File: src/rtl/uart_tx_stream_pkg.sv
// Shared types and helpers for the streaming UART transmitter (package uart_pkg).
package uart_pkg;

    typedef enum logic [2:0] {IDLE, START, DATA, PAR, STOP} uart_tx_state_t;

    localparam int PARITY_NONE = 0;
    localparam int PARITY_ODD  = 1;
    localparam int PARITY_EVEN = 2;

    function automatic int calc_div(input int clk_freq, input int baud);
        return clk_freq / baud;
    endfunction

endpackage

File: src/rtl/uart_tx_stream_if.sv
// Valid/ready word stream feeding the UART transmitter FIFO.
interface uart_tx_stream_if #(parameter int DATA_BITS = 8);

    logic [DATA_BITS-1:0] tx_data;
    logic                 tx_valid;
    logic                 tx_ready;

    modport master (output tx_data, output tx_valid, input tx_ready);
    modport slave  (input tx_data, input tx_valid, output tx_ready);

endinterface

File: src/rtl/uart_tx_stream_sync_fifo.sv
// Synchronous show-ahead FIFO with occupancy count; depth must be a power of 2.
module sync_fifo #(
    parameter int WIDTH = 8,
    parameter int DEPTH = 16
) (
    input  logic                   clk,
    input  logic                   rst,
    input  logic                   push,
    input  logic [WIDTH-1:0]       push_data,
    input  logic                   pop,
    output logic [WIDTH-1:0]       pop_data,
    output logic                   full,
    output logic                   empty,
    output logic [$clog2(DEPTH):0] level
);

    localparam int AW = $clog2(DEPTH);

    logic [WIDTH-1:0] mem [DEPTH];
    logic [AW-1:0]    wr_ptr;
    logic [AW-1:0]    rd_ptr;
    logic             do_push;
    logic             do_pop;

    assign full     = (level == (AW+1)'(DEPTH));
    assign empty    = (level == '0);
    assign do_push  = push && !full;
    assign do_pop   = pop && !empty;
    assign pop_data = mem[rd_ptr];

    // Pointers wrap naturally because DEPTH is a power of 2.
    always_ff @(posedge clk) begin
        if (!rst) begin
            wr_ptr <= '0;
            rd_ptr <= '0;
            level  <= '0;
        end else begin
            if (do_push) wr_ptr <= wr_ptr + 1'b1;
            if (do_pop)  rd_ptr <= rd_ptr + 1'b1;
            if (do_push && !do_pop)
                level <= level + 1'b1;
            else if (do_pop && !do_push)
                level <= level - 1'b1;
        end
    end

    always_ff @(posedge clk) begin
        if (do_push) mem[wr_ptr] <= push_data;
    end

endmodule

File: src/rtl/uart_tx_stream.sv
// Streaming UART transmitter: FIFO-buffered words serialised back-to-back.
// Optional parity stage is built only when UART_TX_PARITY_EN is defined.
module uart_tx_stream
    import uart_pkg::*;
#(
    parameter int CLK_FREQ   = 100_000_000,
    parameter int BAUD       = 115200,
    parameter int DATA_BITS  = 8,
    parameter int PARITY     = 0,
    parameter int STOP_BITS  = 1,
    parameter int FIFO_DEPTH = 16
) (
    input  logic                        clk,
    input  logic                        rst,
    uart_tx_stream_if.slave             stream,
    output logic                        tx,
    output logic                        busy,
    output logic [$clog2(FIFO_DEPTH):0] fifo_level
);

    localparam int DIV   = calc_div(CLK_FREQ, BAUD);
    localparam int CNT_W = (DIV < 2) ? 1 : $clog2(DIV);

    generate
        if (DIV < 2) begin : g_bad_div
            $error("uart_tx_stream: CLK_FREQ/BAUD must be at least 2");
        end
        if (DATA_BITS < 5 || DATA_BITS > 8) begin : g_bad_data
            $error("uart_tx_stream: DATA_BITS must be 5..8");
        end
        if (STOP_BITS < 1 || STOP_BITS > 2) begin : g_bad_stop
            $error("uart_tx_stream: STOP_BITS must be 1 or 2");
        end
        if (FIFO_DEPTH < 2 || (FIFO_DEPTH & (FIFO_DEPTH - 1)) != 0) begin : g_bad_depth
            $error("uart_tx_stream: FIFO_DEPTH must be a power of 2 and >= 2");
        end
        if (PARITY < PARITY_NONE || PARITY > PARITY_EVEN) begin : g_bad_parity
            $error("uart_tx_stream: PARITY must be 0, 1 or 2");
        end
    endgenerate

`ifdef UART_TX_PARITY_EN
    localparam bit PAR_EN = (PARITY != PARITY_NONE);
`endif

    uart_tx_state_t       state;
    logic [CNT_W-1:0]     baud_cnt;
    logic [2:0]           bit_cnt;
    logic [DATA_BITS-1:0] shift;
    logic [DATA_BITS-1:0] head;
    logic                 full;
    logic                 empty;
    logic                 push;
    logic                 pop;
    logic                 bit_done;
    logic                 last_stop;

    assign bit_done        = (baud_cnt == CNT_W'(DIV - 1));
    assign last_stop       = (bit_cnt == 3'(STOP_BITS - 1));
    assign stream.tx_ready = rst && !full;
    assign push            = stream.tx_valid && stream.tx_ready;
    assign pop             = !empty && ((state == IDLE) ||
                                        (state == STOP && bit_done && last_stop));
    assign busy            = (state != IDLE) || (fifo_level != '0);

    sync_fifo #(
        .WIDTH (DATA_BITS),
        .DEPTH (FIFO_DEPTH)
    ) u_fifo (
        .clk       (clk),
        .rst       (rst),
        .push      (push),
        .push_data (stream.tx_data),
        .pop       (pop),
        .pop_data  (head),
        .full      (full),
        .empty     (empty),
        .level     (fifo_level)
    );

`ifdef UART_TX_PARITY_EN
    logic par_bit;
    logic par_next;

    always_comb begin
        par_next = (PARITY == PARITY_ODD) ? ~^head : ^head;
    end
`endif

    // Every transition happens on a bit boundary, so the wrap of baud_cnt doubles as the restart on state entry.
    always_ff @(posedge clk) begin
        if (!rst) begin
            state    <= IDLE;
            tx       <= 1'b1;
            baud_cnt <= '0;
            bit_cnt  <= '0;
            shift    <= '0;
`ifdef UART_TX_PARITY_EN
            par_bit  <= 1'b0;
`endif
        end else begin
            baud_cnt <= bit_done ? '0 : baud_cnt + 1'b1;
            case (state)
                IDLE: begin
                    baud_cnt <= '0;
                    tx       <= 1'b1;
                    if (!empty) begin
                        shift   <= head;
                        bit_cnt <= '0;
                        state   <= START;
                        tx      <= 1'b0;
`ifdef UART_TX_PARITY_EN
                        par_bit <= par_next;
`endif
                    end
                end
                START: begin
                    if (bit_done) begin
                        state <= DATA;
                        tx    <= shift[0];
                    end
                end
                DATA: begin
                    if (bit_done) begin
                        if (bit_cnt == 3'(DATA_BITS - 1)) begin
                            bit_cnt <= '0;
`ifdef UART_TX_PARITY_EN
                            if (PAR_EN) begin
                                state <= PAR;
                                tx    <= par_bit;
                            end else begin
                                state <= STOP;
                                tx    <= 1'b1;
                            end
`else
                            state <= STOP;
                            tx    <= 1'b1;
`endif
                        end else begin
                            bit_cnt <= bit_cnt + 1'b1;
                            shift   <= shift >> 1;
                            tx      <= shift[1];
                        end
                    end
                end
`ifdef UART_TX_PARITY_EN
                PAR: begin
                    if (bit_done) begin
                        state   <= STOP;
                        tx      <= 1'b1;
                        bit_cnt <= '0;
                    end
                end
`endif
                STOP: begin
                    if (bit_done) begin
                        if (last_stop) begin
                            bit_cnt <= '0;
                            if (!empty) begin
                                shift <= head;
                                state <= START;
                                tx    <= 1'b0;
`ifdef UART_TX_PARITY_EN
                                par_bit <= par_next;
`endif
                            end else begin
                                state <= IDLE;
                                tx    <= 1'b1;
                            end
                        end else begin
                            bit_cnt <= bit_cnt + 1'b1;
                        end
                    end
                end
                default: begin
                    state <= IDLE;
                    tx    <= 1'b1;
                end
            endcase
        end
    end

endmodule

File: src/flat_wrapper.sv
// flat-port wrapper written by rule: the top's interface ports become plain ports
module uart_tx_stream_flat import uart_pkg::*;
#(
    parameter int CLK_FREQ   = 100_000_000,
    parameter int BAUD       = 115200,
    parameter int DATA_BITS  = 8,
    parameter int PARITY     = 0,
    parameter int STOP_BITS  = 1,
    parameter int FIFO_DEPTH = 16
)
  (clk, rst, tx, busy, fifo_level, stream_tx_data, stream_tx_valid, stream_tx_ready);
  uart_tx_stream_if #(.DATA_BITS(DATA_BITS)) stream_i ();
  input  logic clk;
  input  logic rst;
  output logic tx;
  output logic busy;
  output logic [$clog2(FIFO_DEPTH):0] fifo_level;
  input wire logic [$bits(stream_i.tx_data)-1:0] stream_tx_data;
  input wire logic [$bits(stream_i.tx_valid)-1:0] stream_tx_valid;
  output wire logic [$bits(stream_i.tx_ready)-1:0] stream_tx_ready;
  assign stream_i.tx_data = stream_tx_data;
  assign stream_i.tx_valid = stream_tx_valid;
  assign stream_tx_ready = stream_i.tx_ready;
  uart_tx_stream #(.CLK_FREQ(CLK_FREQ), .BAUD(BAUD), .DATA_BITS(DATA_BITS), .PARITY(PARITY), .STOP_BITS(STOP_BITS), .FIFO_DEPTH(FIFO_DEPTH)) u_core (.clk(clk), .rst(rst), .stream(stream_i), .tx(tx), .busy(busy), .fifo_level(fifo_level));
endmodule
File: config.mk
export PLATFORM = sky130hd
export DESIGN_NAME = uart_tx_stream_flat
export DESIGN_NICKNAME = d
export VERILOG_FILES = /design/src/rtl/uart_tx_stream_pkg.sv /design/src/rtl/uart_tx_stream_if.sv /design/src/rtl/uart_tx_stream_sync_fifo.sv /design/src/rtl/uart_tx_stream.sv /design/src/flat_wrapper.sv
export SDC_FILE = /design/constraint.sdc
export NUM_CORES = 1
export LEC_CHECK = 0
export ABC_AREA = 1
export CAP_MARGIN = 40
export CORE_MARGIN = 5
export CORE_UTILIZATION = 55
export CTS_CLUSTER_SIZE = 40
export DETAILED_ROUTE_END_ITERATION = 8
export PLACE_DENSITY = 0.71
export SETUP_SLACK_MARGIN = 0.02
export SLEW_MARGIN = 15
export SYNTH_ARGS = -nofsm -noshare
export SYNTH_HDL_FRONTEND = slang
export SYNTH_SLANG_ARGS = --single-unit
File: constraint.sdc
create_clock -name clk -period 2.5 [get_ports clk]
set_input_delay 0.625 -clock clk [delete_from_list [all_inputs] [get_ports clk]]
set_output_delay 0.625 -clock clk [all_outputs]
set_load 0.02 [all_outputs]
### Word level (Yosys, flattened, before mapping)

Memories as Yosys holds them, arrays and structs flattened. A register that Yosys moved wholly into a read port is not among the register bits.
Index checks and enable logic that the tools add are counted.

* register bits: 38
* RAM bits: 128
* bits of input ports: 11
* output and inout port bits: 8
* logic and storage cells: 89
* memories kept: 1

Memories
* u_core.u_fifo.mem: depth 16, bits a word 8, read ports 1, clocked after Yosys merged registers in 1, write ports 1, line uart_tx_stream_sync_fifo.sv:19 `logic [WIDTH-1:0] mem [DEPTH];`

* add/sub/neg operators: 6
* eq/ne operators: 13
* multiplexer cells: 33
* bitwise gates (word level): 1
* reductions and logical operators: 27

Operators with widths (number)
* two-way mux 8 bit: 5
* two-way mux 3 bit: 11
* case mux 8 bit (3 select lines): 1
* case mux 3 bit (4 select lines): 1
* adder 10 x 1 -> 10 bit (second input constant): 1
* == test 10 bit (second input constant): 1
* two-way mux 5 bit: 2
* inequality test 2 x 1 -> 1 bit (second input constant): 5
* logical AND 1 bit: 9
* two-way mux 1 bit: 9
* case mux 3 bit (3 select lines): 1
* adder 4 x 1 -> 4 bit (second input constant): 2
* two-way mux 4 bit: 2
* AND reduction 4 bit: 2
* == test 3 bit (second input constant): 2
* zero test 3 bit: 2
* AND reduction 6 bit: 1
* nonzero test 3 bit: 2
* adder 5 x 1 -> 5 bit (second input constant): 1
* == test 5 bit (second input constant): 1
* zero test 5 bit: 1
* AND reduction 5 bit: 1
* nonzero test 5 bit: 1
* subtractor 5 x 1 -> 5 bit (second input constant): 1
* other kinds (10): 15

### Depth between registers and ports, before layout

Gate-level depths: netlist of the first run.

* depth in word-level cells: 9
* depth in mapped cells: 18
* depth with buffers taken out: 18

### Hierarchy

Synthesis of the first run repeated with hierarchy kept, for this count alone.

* cells, all modules: 858
* area, all modules: 7850.0 µm²

By module, submodules not included
* sync_fifo: times used 1, cells each 657, area each 6463.7 µm², sequential area each 4184.0 µm²
* uart_tx_stream: times used 1, cells each 201, area each 1386.3 µm², sequential area each 500.5 µm²

### Least setup slack after synthesis of the first run

No wires, ideal clock.

* path kind: register to register
* from: register u_core.baud_cnt[0]
* to: register u_core.u_fifo.level[4]
* library setup time: 0.119 ns
* arrival time: 2.429 ns
* required time: 2.381 ns
* path slack: -0.049 ns
* stages on the path, launching flop included: 18
* buffers on the path: 0
* clock period less this slack: 2.549 ns
* path through: dfxtp_1 ha_1 nand2_1 nor2_1 nand3_2 nand2_1 nand3_4 nor2_8 inv_2 ha_1 inv_1 ha_1 a21oi_1 nor2_1 o21ai_0 nand3_1 o21ai_0 a21oi_1

* longest elaborated chain between the ends: 9
* elaborated cells between the ends (all ways): 11
* those cells by class: eq/ne (1); mux (1); reduce/logical (9)

RTL lines
* start, declared: line uart_tx_stream.sv:47 `logic [CNT_W-1:0] baud_cnt;`
* start signal, assigned: line uart_tx_stream.sv:102 `baud_cnt <= bit_done ? '0 : baud_cnt + 1'b1;`
* == test 10 bit (*): line uart_tx_stream.sv:58 `assign bit_done = (baud_cnt == CNT_W'(DIV - 1));`
* logical AND 1 bit (*) (2 in series): line uart_tx_stream.sv:63 `(state == STOP && bit_done && last_stop));`
* logical OR 1 bit (*): line uart_tx_stream.sv:62 `assign pop = !empty && ((state == IDLE) ||`
* logical AND 1 bit (*): line uart_tx_stream.sv:62
* logical AND 1 bit (*): line uart_tx_stream_sync_fifo.sv:28 `assign do_pop = pop && !empty;`
* zero test 1 bit: line uart_tx_stream_sync_fifo.sv:40 `if (do_push && !do_pop)`
* logical AND 1 bit: line uart_tx_stream_sync_fifo.sv:40
* two-way mux 5 bit / nonzero test 2 bit (equally long branches)
* end signal, assigned: line uart_tx_stream_sync_fifo.sv:41 `level <= level + 1'b1;`
* end signal, assigned: line uart_tx_stream_sync_fifo.sv:43 `level <= level - 1'b1;`
* end, declared: line uart_tx_stream_sync_fifo.sv:14 `output logic [$clog2(DEPTH):0] level`

Mark *: on every way between the ends. The rest lies on a longest branch, timed or not.
A chain may end at the register's enable or synchronous reset.

### Worst setup path after layout of the first run

* from: register u_core.bit_cnt[0]
* to: register u_core.u_fifo.level[4]

* longest elaborated chain between the ends: 8
* elaborated cells between the ends (all ways): 10
* those cells by class: mux (1); reduce/logical (9)

RTL lines
* start, declared: line uart_tx_stream.sv:48 `logic [2:0] bit_cnt;`
* start signal, assigned: line uart_tx_stream.sv:140 `bit_cnt <= bit_cnt + 1'b1;`
* start signal, assigned: line uart_tx_stream.sv:171 `bit_cnt <= bit_cnt + 1'b1;`
* zero test 3 bit (*): line uart_tx_stream.sv:59 `assign last_stop = (bit_cnt == 3'(STOP_BITS - 1));`
* logical AND 1 bit (*): line uart_tx_stream.sv:63
* logical OR 1 bit (*): line uart_tx_stream.sv:62
* logical AND 1 bit (*): line uart_tx_stream.sv:62
* logical AND 1 bit (*): line uart_tx_stream_sync_fifo.sv:28
* zero test 1 bit: line uart_tx_stream_sync_fifo.sv:40
* logical AND 1 bit: line uart_tx_stream_sync_fifo.sv:40
* two-way mux 5 bit / nonzero test 2 bit (equally long branches)

Marked as above.

==> out/metrics.yaml, run 1 <==
worst_hold_path:
  hold_path_class: "register to register"
floorplanning:
  initial_core_util: 0.558
  rows: 42
  core-area_sq_mm: 0.0131
  die_h_um: 126
  die_area_sq_mm: 0.0158
  ioPinCount: 19
  die_w_um: 126
power:
  switching_share: 0.356
  p_switching_uw: 3050
  peakVddDrop_mv: 0.621
  power.leakage_uw: 0.00333
  clockPowerShare: 0.281
  power_density_mw_per_mm2: 1000
  pwr-share-seq: 0.388
  power.total_uw: 8560
  p_int_uw: 5510
  comb_power_share: 0.331
final_layout:
  seqCellArea_sq_mm: 0.00469
  drive_gt1_frac: 0.136
  nFillCells: 1030
  nets: 807
  multi_input_area_sq_mm: 0.00236
  antennaDiodeCount: 0
  area_delta_synth_final_pct: 16.2
  utilization: 0.649
placement:
  routabilityCongestion: 0.855
  dp_hpwl_um: 10100
  port_buffers: 18
  pre_cts_ws_ps: -256
drt:
  wl_met3_um: 1120
  top_layer_used: "met4"
  drt-total-wl_um: 15800
  first_pass_iters: 5
  drt_iter0_markers: 546
  route.detailed.drc: 0
  avgViaCountPerCell: 5.42
  ant_nets: 0
  num_vias: 5253
  post_drt_wl_per_cell_um: 16.3
  wl_met1_um: 6760
  wl_met2_um: 7540
timing:
  tightest_slew_ps: 775
  setup_violations: 0
  slew_viol_final: 0
  max_slew_margin: 0.484
  hold_viol: 0
  grt_setup_unrepaired: "true"
  timing.fmax_mhz: 410
  finalCritPeriodShare: 0.976
  setup_slack_ps: 60.5
  setup_tns_ps: 0
  period_needed_ps: 2440
  fin_worst_skew_ps: 10.7
  holdWs_ps: 467
grt:
  grt_pass1_wl_um: 25700
  antenna_found_initial: 0
  grt_pass1_vias: 5039
  grt_max_degree: 76
  grt_usage: 0.206
  grt_overflow: 0
worst_setup_path:
  startpoint_type: "register"
  critical_path_class: "register to register"
  slowest_delay_ps: 380
  crit_family: "adder cells"
  worst_ep_required_time_ps: 2820
  worstPathMaxFanout: 3
  cp-end-kind: "register"
  slowest_stage: "fa_2"
  path_cells: "ha_2 -> ha_2 -> inv_2 -> nand2_2 -> nand2_4 -> nand3_4 -> nor2_8 -> inv_4 -> ha_4 -> fa_2 -> inv_2 -> a21oi_2 -> nor2_2 -> nor2_1 -> nand2_1 -> nand3_2 -> o21ai_1 -> a21oi_1"
  critical_path_buf_inv_count: 3
  crit_arrival_ps: 2760
yosys:
  synthTopCellsByArea: "edfxtp_1 (52%), dfxtp_1 (11%), nand2_1 (9.1%), nand3_1 (4.9%), nor2_1 (4.5%)"
  syn_inst: 731
  synth_seq_cells: 170
  synth_top_area_frac: 0.524
  synth.net_count: 757
  yosysSeqAreaShare: 0.638
  syn_area_sq_mm: 0.00734
  ys_warn_count: 0
  yosysTopAreaCell: "edfxtp_1"
  ys_types: 35
  synth_area_per_cell_sq_um: 10.0
clock_tree:
  path_clk_slew_ps: 70
  cts_buffers: 17
  ctsHoldBuffers: 0
  cts_root_buffer: "clkbuf_16"
  cts_tree: "yes"
  clock-sinks: 170
  htree_levels: 4
  clk-insertion-delay-late_ps: 430
  ctsLongestPathBuffers: 2
run_status:
  status: "completed"
run:
  drv_cap: 0
## worst register-to-register path, stage by stage, from the launching register on
cell,delay (ps)
dfxtp_2,330
ha_2,190
ha_2,180
inv_2,60
nand2_2,70
nand2_4,90
nand3_4,90
nor2_8,120
inv_4,50
ha_4,170
fa_2,380
inv_2,70
a21oi_2,50
nor2_2,110
nor2_1,70
nand2_1,70
nand3_2,70
o21ai_1,130
a21oi_1,50
## placed cells by master, fill, tap and decap left out, types with 3 or more instances in the layout
master and instances:
buf_4 39, nand3_1 71, inv_6 4, o21ai_1 4, o21ai_0 34, nor2_1 85, clkdlybuf4s50_1 16, dfxtp_1 37
edfxtp_1 128, a21oi_1 28, inv_2 5, o211ai_1 14, dfxtp_2 4, or2_2 3, nand2_1 175, xnor2_1 3
ha_1 10, nor2_2 4, clkbuf_16 17, nor3_1 9, inv_1 55, clkinvlp_4 4, nand2_2 4, nand4_1 3
## kinds of logic after synthesis
kind of cell    synth area share
fa+ha+maj                 0.0266
flops                      0.638
buf+inv                   0.0484
xor+xnor                 0.00597
simple gates               0.215
compound gates            0.0651
## power by group through the flow
stage	logic [uW]	clock network [uW]	registers, uW
after floorplan	1840	0	3400
final	2830	2410	3320
after detailed placement	2710	0	3360
after CTS	2750	2440	3310
after global routing	3180	2580	3340
after global placement	2640	0	3350
## repair_timing
item | in CTS | in global routing
setup buffers | 1 | 2
gates resized for setup | 9 | 15
pin swaps | 3 | 11
setup endpoints to repair | 4 | 3
cloned | 0 | 0
## final cells by class
cell class	count	share of cell area
sequential	170	0.551
inverter	62	0.0279
multi-input combinational	473	0.277
tap	176	0.0258
clock buffer	18	0.0503
clock inverter	14	0.0135
timing repair buffer	57	0.0552
## final timing paths
check                                              to                            from  slack, ps  cells after the start
setup / recovery  u_core.u_fifo.level[4]$_SDFFE_PN0P_  u_core.bit_cnt[0]$_SDFFE_PN0P_         60                     18
hold / removal           u_core.shift[7]$_SDFFE_PN0P_    u_core.shift[7]$_SDFFE_PN0P_        470                      2
setup reg to reg  u_core.u_fifo.level[4]$_SDFFE_PN0P_  u_core.bit_cnt[0]$_SDFFE_PN0P_         60                     18
hold reg to reg          u_core.shift[7]$_SDFFE_PN0P_    u_core.shift[7]$_SDFFE_PN0P_        470                      2
## registers in the layout, summed over array words and instances, names as in the netlist, named ones only
signal,flops
u_core.bit_cnt,3
u_core.u_fifo.mem,128
u_core.tx,1
u_core.baud_cnt,10
u_core.state,3
u_core.u_fifo.wr_ptr,4
u_core.shift,8
u_core.u_fifo.level,5
u_core.u_fifo.rd_ptr,4
## metal layers
metal / up-vias / global-route usage
li1: 2575 / -
met1: 2443 / 0.279
met2: 203 / 0.326
met3: 32 / 0.0461
met4: 0 / 0.0810
met5: - / 0
## cells in the mapped netlist
| cell type | count |
|---|---|
| inv_1 | 58 |
| edfxtp_1 | 128 |
| a31oi_1 | 2 |
| and2_1 | 1 |
| o21a_1 | 1 |
| or2_2 | 3 |
| o21ai_1 | 2 |
| ha_1 | 14 |
| nor3_1 | 9 |
| nand3_1 | 72 |
| nand3_4 | 2 |
| o21ai_0 | 36 |
| inv_2 | 3 |
| nor2_2 | 3 |
| o21ai_2 | 1 |
| a21oi_1 | 29 |
| xor2_1 | 2 |
| o221ai_1 | 1 |
| nor3b_1 | 2 |
| inv_4 | 1 |
| clkbuf_1 | 14 |
| xnor2_1 | 3 |
| nand2_1 | 177 |
| nor3_2 | 1 |
| nand4_1 | 3 |
| nand2_2 | 3 |
| and3_1 | 2 |
| nor2_1 | 87 |
| dfxtp_1 | 42 |
| nor2_8 | 1 |
| o211ai_1 | 14 |
| buf_2 | 9 |
| buf_4 | 3 |
| fa_1 | 1 |
| nand3_2 | 1 |
## per-stage QoR
stage | std cells | instance area, sq um
6_report | 970 | 8520
5_1_grt | 970 | 8520
4_1_cts | 968 | 8450
3_5_place_dp | 935 | 7900
3_3_place_gp | 935 | 7900
2_1_floorplan | 731 | 7340
Power figures use the tool's default switching activity.
==> inputs of run 2 (changes only) <==
Settings changed: CORE_UTILIZATION 55 to 56, PLACE_DENSITY 0.71 to 0.72, SLEW_MARGIN 15 to not set, SYNTH_HIERARCHICAL set to 1.
==> out/metrics.yaml, run 2 <==
run_status:
  status: "completed"
worst_setup_path:
  crit_arrival_ps: 2660  # -100 ps
  critical_path_buf_inv_count: 7  # +4
  slowest_delay_ps: 320  # -60 ps
  slowest_stage: "dfxtp_1"
  critPathMostFrequentCell: "nand2_1"
  crit_family: "simple AND/OR/NAND/NOR gates"
  worst_ep_required_time_ps: 2830  # about the same
  startpoint_type: "register"
  worstPathMaxFanout: 5  # +2
  path_cells: "inv_1 -> ha_1 -> inv_1 -> nor2_2 -> nand2_1 -> o21ai_1 -> nand2_1 -> inv_2 -> nand2_2 -> ha_4 -> inv_4 -> buf_4 -> buf_4 -> ha_1 -> a21oi_1 -> nand2_1 -> nand2_1 -> nand3_1 -> nand2_1 -> inv_1"
  critical_path_class: "register to register"
  cp-end-kind: "register"
timing:
  timing.fmax_mhz: 429  # +4.5%
  tightest_slew_ps: 681  # -93.7 ps
  grt_setup_unrepaired: "false"
  period_needed_ps: 2330  # -106 ps
  hold_viol: 0  # unchanged
  slew_viol_final: 0  # unchanged
  fin_worst_skew_ps: 7.73  # -2.99 ps
  setup_violations: 0  # unchanged
  max_slew_margin: 0.545  # +0.0611
  setup_slack_ps: 166  # +106 ps
  finalCritPeriodShare: 0.933  # -0.0424
  holdWs_ps: 473  # +6.39 ps
yosys:
  yosysMostFrequentCell: "nand2_1"
  syn_area_sq_mm: 0.00785  # +7.0%
  yosys_most_used_dff: "edfxtp_1"
  yosysSeqAreaShare: 0.597  # -0.0417
  ys_types: 35  # unchanged
  synthTopCellsByArea: "edfxtp_1 (49%), nand2_1 (11%), dfxtp_1 (11%), nand3_1 (7.1%), inv_1 (6.5%)"
  synth_top_area_frac: 0.490  # -0.0342
  synth_edf_count: 128  # unchanged
  synth_seq_cells: 170  # unchanged
  synth.net_count: 883  # +17%
  synthArstFlopShare: 0  # unchanged
  synth_area_per_cell_sq_um: 9.15  # -8.8%
  syn_inst: 858  # +17%
  yosysTopAreaCell: "edfxtp_1"
  ys_warn_count: 6  # +6
  synth_commonest_cells: "nand2_1 (238), inv_1 (135), edfxtp_1 (128)"
drt:
  post_drt_wl_per_cell_um: 15.1  # -7.1%
  avgViaCountPerCell: 5.19  # -4.2%
  route.detailed.drc: 0  # unchanged
  ant_nets: 0  # unchanged
  first_pass_iters: 5  # unchanged
  drt-total-wl_um: 16800  # +6.6%
  num_vias: 5777  # +10%
  drt_iter0_markers: 434  # -21%
power:
  pwr-share-seq: 0.384  # -0.004
  switching_share: 0.343  # -0.0130
  p_switching_uw: 2990  # -1.7%
  power.total_uw: 8730  # +2.0%
  p_int_uw: 5740  # +4.1%
  power_density_mw_per_mm2: 963  # -4.1%
  peakVddDrop_mv: 0.700  # +13%
  power.leakage_uw: 0.00396  # +19%
  clockPowerShare: 0.284  # +0.003
  comb_power_share: 0.332  # about the same
clock_tree:
  ctsLongestPathBuffers: 2  # unchanged
  cts_tree: "yes"
  htree_levels: 4  # unchanged
  cts_root_buffer: "clkbuf_16"
  clock-sinks: 170  # unchanged
  clk-insertion-delay-late_ps: 420  # about the same
  path_clk_slew_ps: 60  # about the same
  cts_buffers: 17  # unchanged
  ctsHoldBuffers: 0  # unchanged
final_layout:
  layout_common_cells: "nand2_1 (238), inv_1 (133), edfxtp_1 (128)"
  layout_commonest_cell: "nand2_1"
  largest_reg_flops: 128  # unchanged
  drive_gt1_frac: 0.133  # -0.00312
  reg_top3: "u_core/u_fifo/mem (128), u_core/baud_cnt (10), u_core/shift (8)"
  antennaDiodeCount: 0  # unchanged
  area_delta_synth_final_pct: 15.6
  largest-register: "u_core/u_fifo/mem"
  nets: 945  # +17%
  nFillCells: 1044  # +1.4%
floorplanning:
  die_area_sq_mm: 0.0165  # +4.7%
  rows: 43  # +2.4%
  ioPinCount: 19  # unchanged
  core-area_sq_mm: 0.0138  # +5.2%
  die_w_um: 128  # +2.3%
  initial_core_util: 0.568  # +0.00926
  die_h_um: 128  # +2.3%
grt:
  antenna_found_initial: 0  # unchanged
  grt_pass1_wl_um: 27200  # +6.1%
  grt_pass1_vias: 5567  # +10%
  grt_usage: 0.216  # +0.00951
  grt_overflow: 0  # unchanged
  grt_max_degree: 65  # -14%
placement:
  port_buffers: 18  # unchanged
  dp_hpwl_um: 11200  # +11%
  routabilityCongestion: 0.908  # +6.2%
  pre_cts_ws_ps: -442  # -186 ps
worst_hold_path:
  hold_path_class: "register to register"
run:
  drv_cap: 0  # unchanged
==> run 2: cell types whose count changed after synthesis, sizes merged, moves of 3 or more <==
cell    change
buf        +13
nand3      +41
nor2        -7
xor2        +3
inv        +81
o211ai     -13
nor3        -6
a21oi      -13
nand2      +68
clkbuf     -13
o21ai      -18
==> run 2: timing repair <==
action,4_1_cts,5_1_grt
pin swaps,0,3
gates resized for setup,3,12
setup endpoints to repair,3,2
endpoints found under the hold margin,0,0
gates cloned,0,0
setup buffers,0,1
==> run 2: power by group through the flow <==
stage / Sequential [uW] / Clock, uW / Combinational (uW)
3_5_place_dp: 3410 / 0 / 2800
5_1_grt: 3380 / 2640 / 3230
4_1_cts: 3350 / 2530 / 2820
6_report: 3350 / 2480 / 2900
3_3_place_gp: 3390 / 0 / 2710
2_1_floorplan: 3430 / 0 / 1960
==> run 2: metal layers <==
layer / global-route usage / up-vias / share of wire
met5: 0 / - / 0
met4: 0.0830 / 0 / 0.020
met3: 0.0461 / 23 / 0.055
met1: 0.267 / 2708 / 0.40
li1: - / 2864 / -
met2: 0.371 / 182 / 0.52
==> run 2: stage by stage <==
step | area [sq um] | instances | util | setup TNS (ps)
finish | 9070 | 1113 | 0.656 | 0
global route | 9070 | 1113 | 0.656 | 0
CTS | 9020 | 1112 | 0.652 | 0
detailed placement | 8460 | 1080 | 0.612 | -6230
global placement | 8460 | 1080 | 0.612 | -3800
floorplan | 7860 | 858 | - | 0
==> run 2: worst register-to-register path, cell delays in order (launching register included) <==
cell	delay (ps)
dfxtp_1	320
inv_1	60
ha_1	190
inv_1	80
nor2_2	50
nand2_1	70
o21ai_1	60
nand2_1	120
inv_2	50
nand2_2	100
ha_4	150
inv_4	50
buf_4	130
buf_4	120
ha_1	180
a21oi_1	180
nand2_1	90
nand2_1	70
nand3_1	60
nand2_1	60
inv_1	30
==> run 2: kinds of logic (layout without fill, tap and decap cells) <==
family / count (synthesis) / in the layout / share of synthesized area
xor+xnor: 6 / 6 / 0.00669
compound gates: 39 / 39 / 0.0274
fa+ha+maj: 14 / 14 / 0.0233
flops: 170 / 170 / 0.597
simple gates: 460 / 460 / 0.253
buf+inv: 169 / 244 / 0.0926
==> run 2: layout make-up <==
| cell class | count | area (sq um) | share of cell area |
|---|---|---|---|
| Sequential cell | 170 | 4690 | 0.517 |
| Clock inverter | 14 | 130 | 0.0143 |
| Multi-Input combinational cell | 519 | 2470 | 0.273 |
| Inverter | 143 | 544 | 0.0600 |
| Timing Repair Buffer | 69 | 576 | 0.0634 |
| Tap cell | 180 | 225 | 0.0248 |
| Clock buffer | 18 | 429 | 0.0473 |
==> run 2: path summary, 6_finish.rpt <==
check / depth (start not counted) / from / end / slack (ps)
max reg2reg: 20 / u_core/bit_cnt[0]$_SDFFE_PN0P_ / u_core/u_fifo/level[3]$_SDFFE_PN0P_ / 170
min reg2reg: 2 / u_core/bit_cnt[1]$_SDFFE_PN0P_ / u_core/bit_cnt[1]$_SDFFE_PN0P_ / 470
max: 20 / u_core/bit_cnt[0]$_SDFFE_PN0P_ / u_core/u_fifo/level[3]$_SDFFE_PN0P_ / 170
min: 2 / u_core/bit_cnt[1]$_SDFFE_PN0P_ / u_core/bit_cnt[1]$_SDFFE_PN0P_ / 470
==> inputs of run 3 (changes only) <==
Settings changed: CAP_MARGIN 40 to not set, GPL_ROUTABILITY_DRIVEN set to 0.
==> results of run 3 <==
Final layout, timing and power as in run 2 (identical DEF).
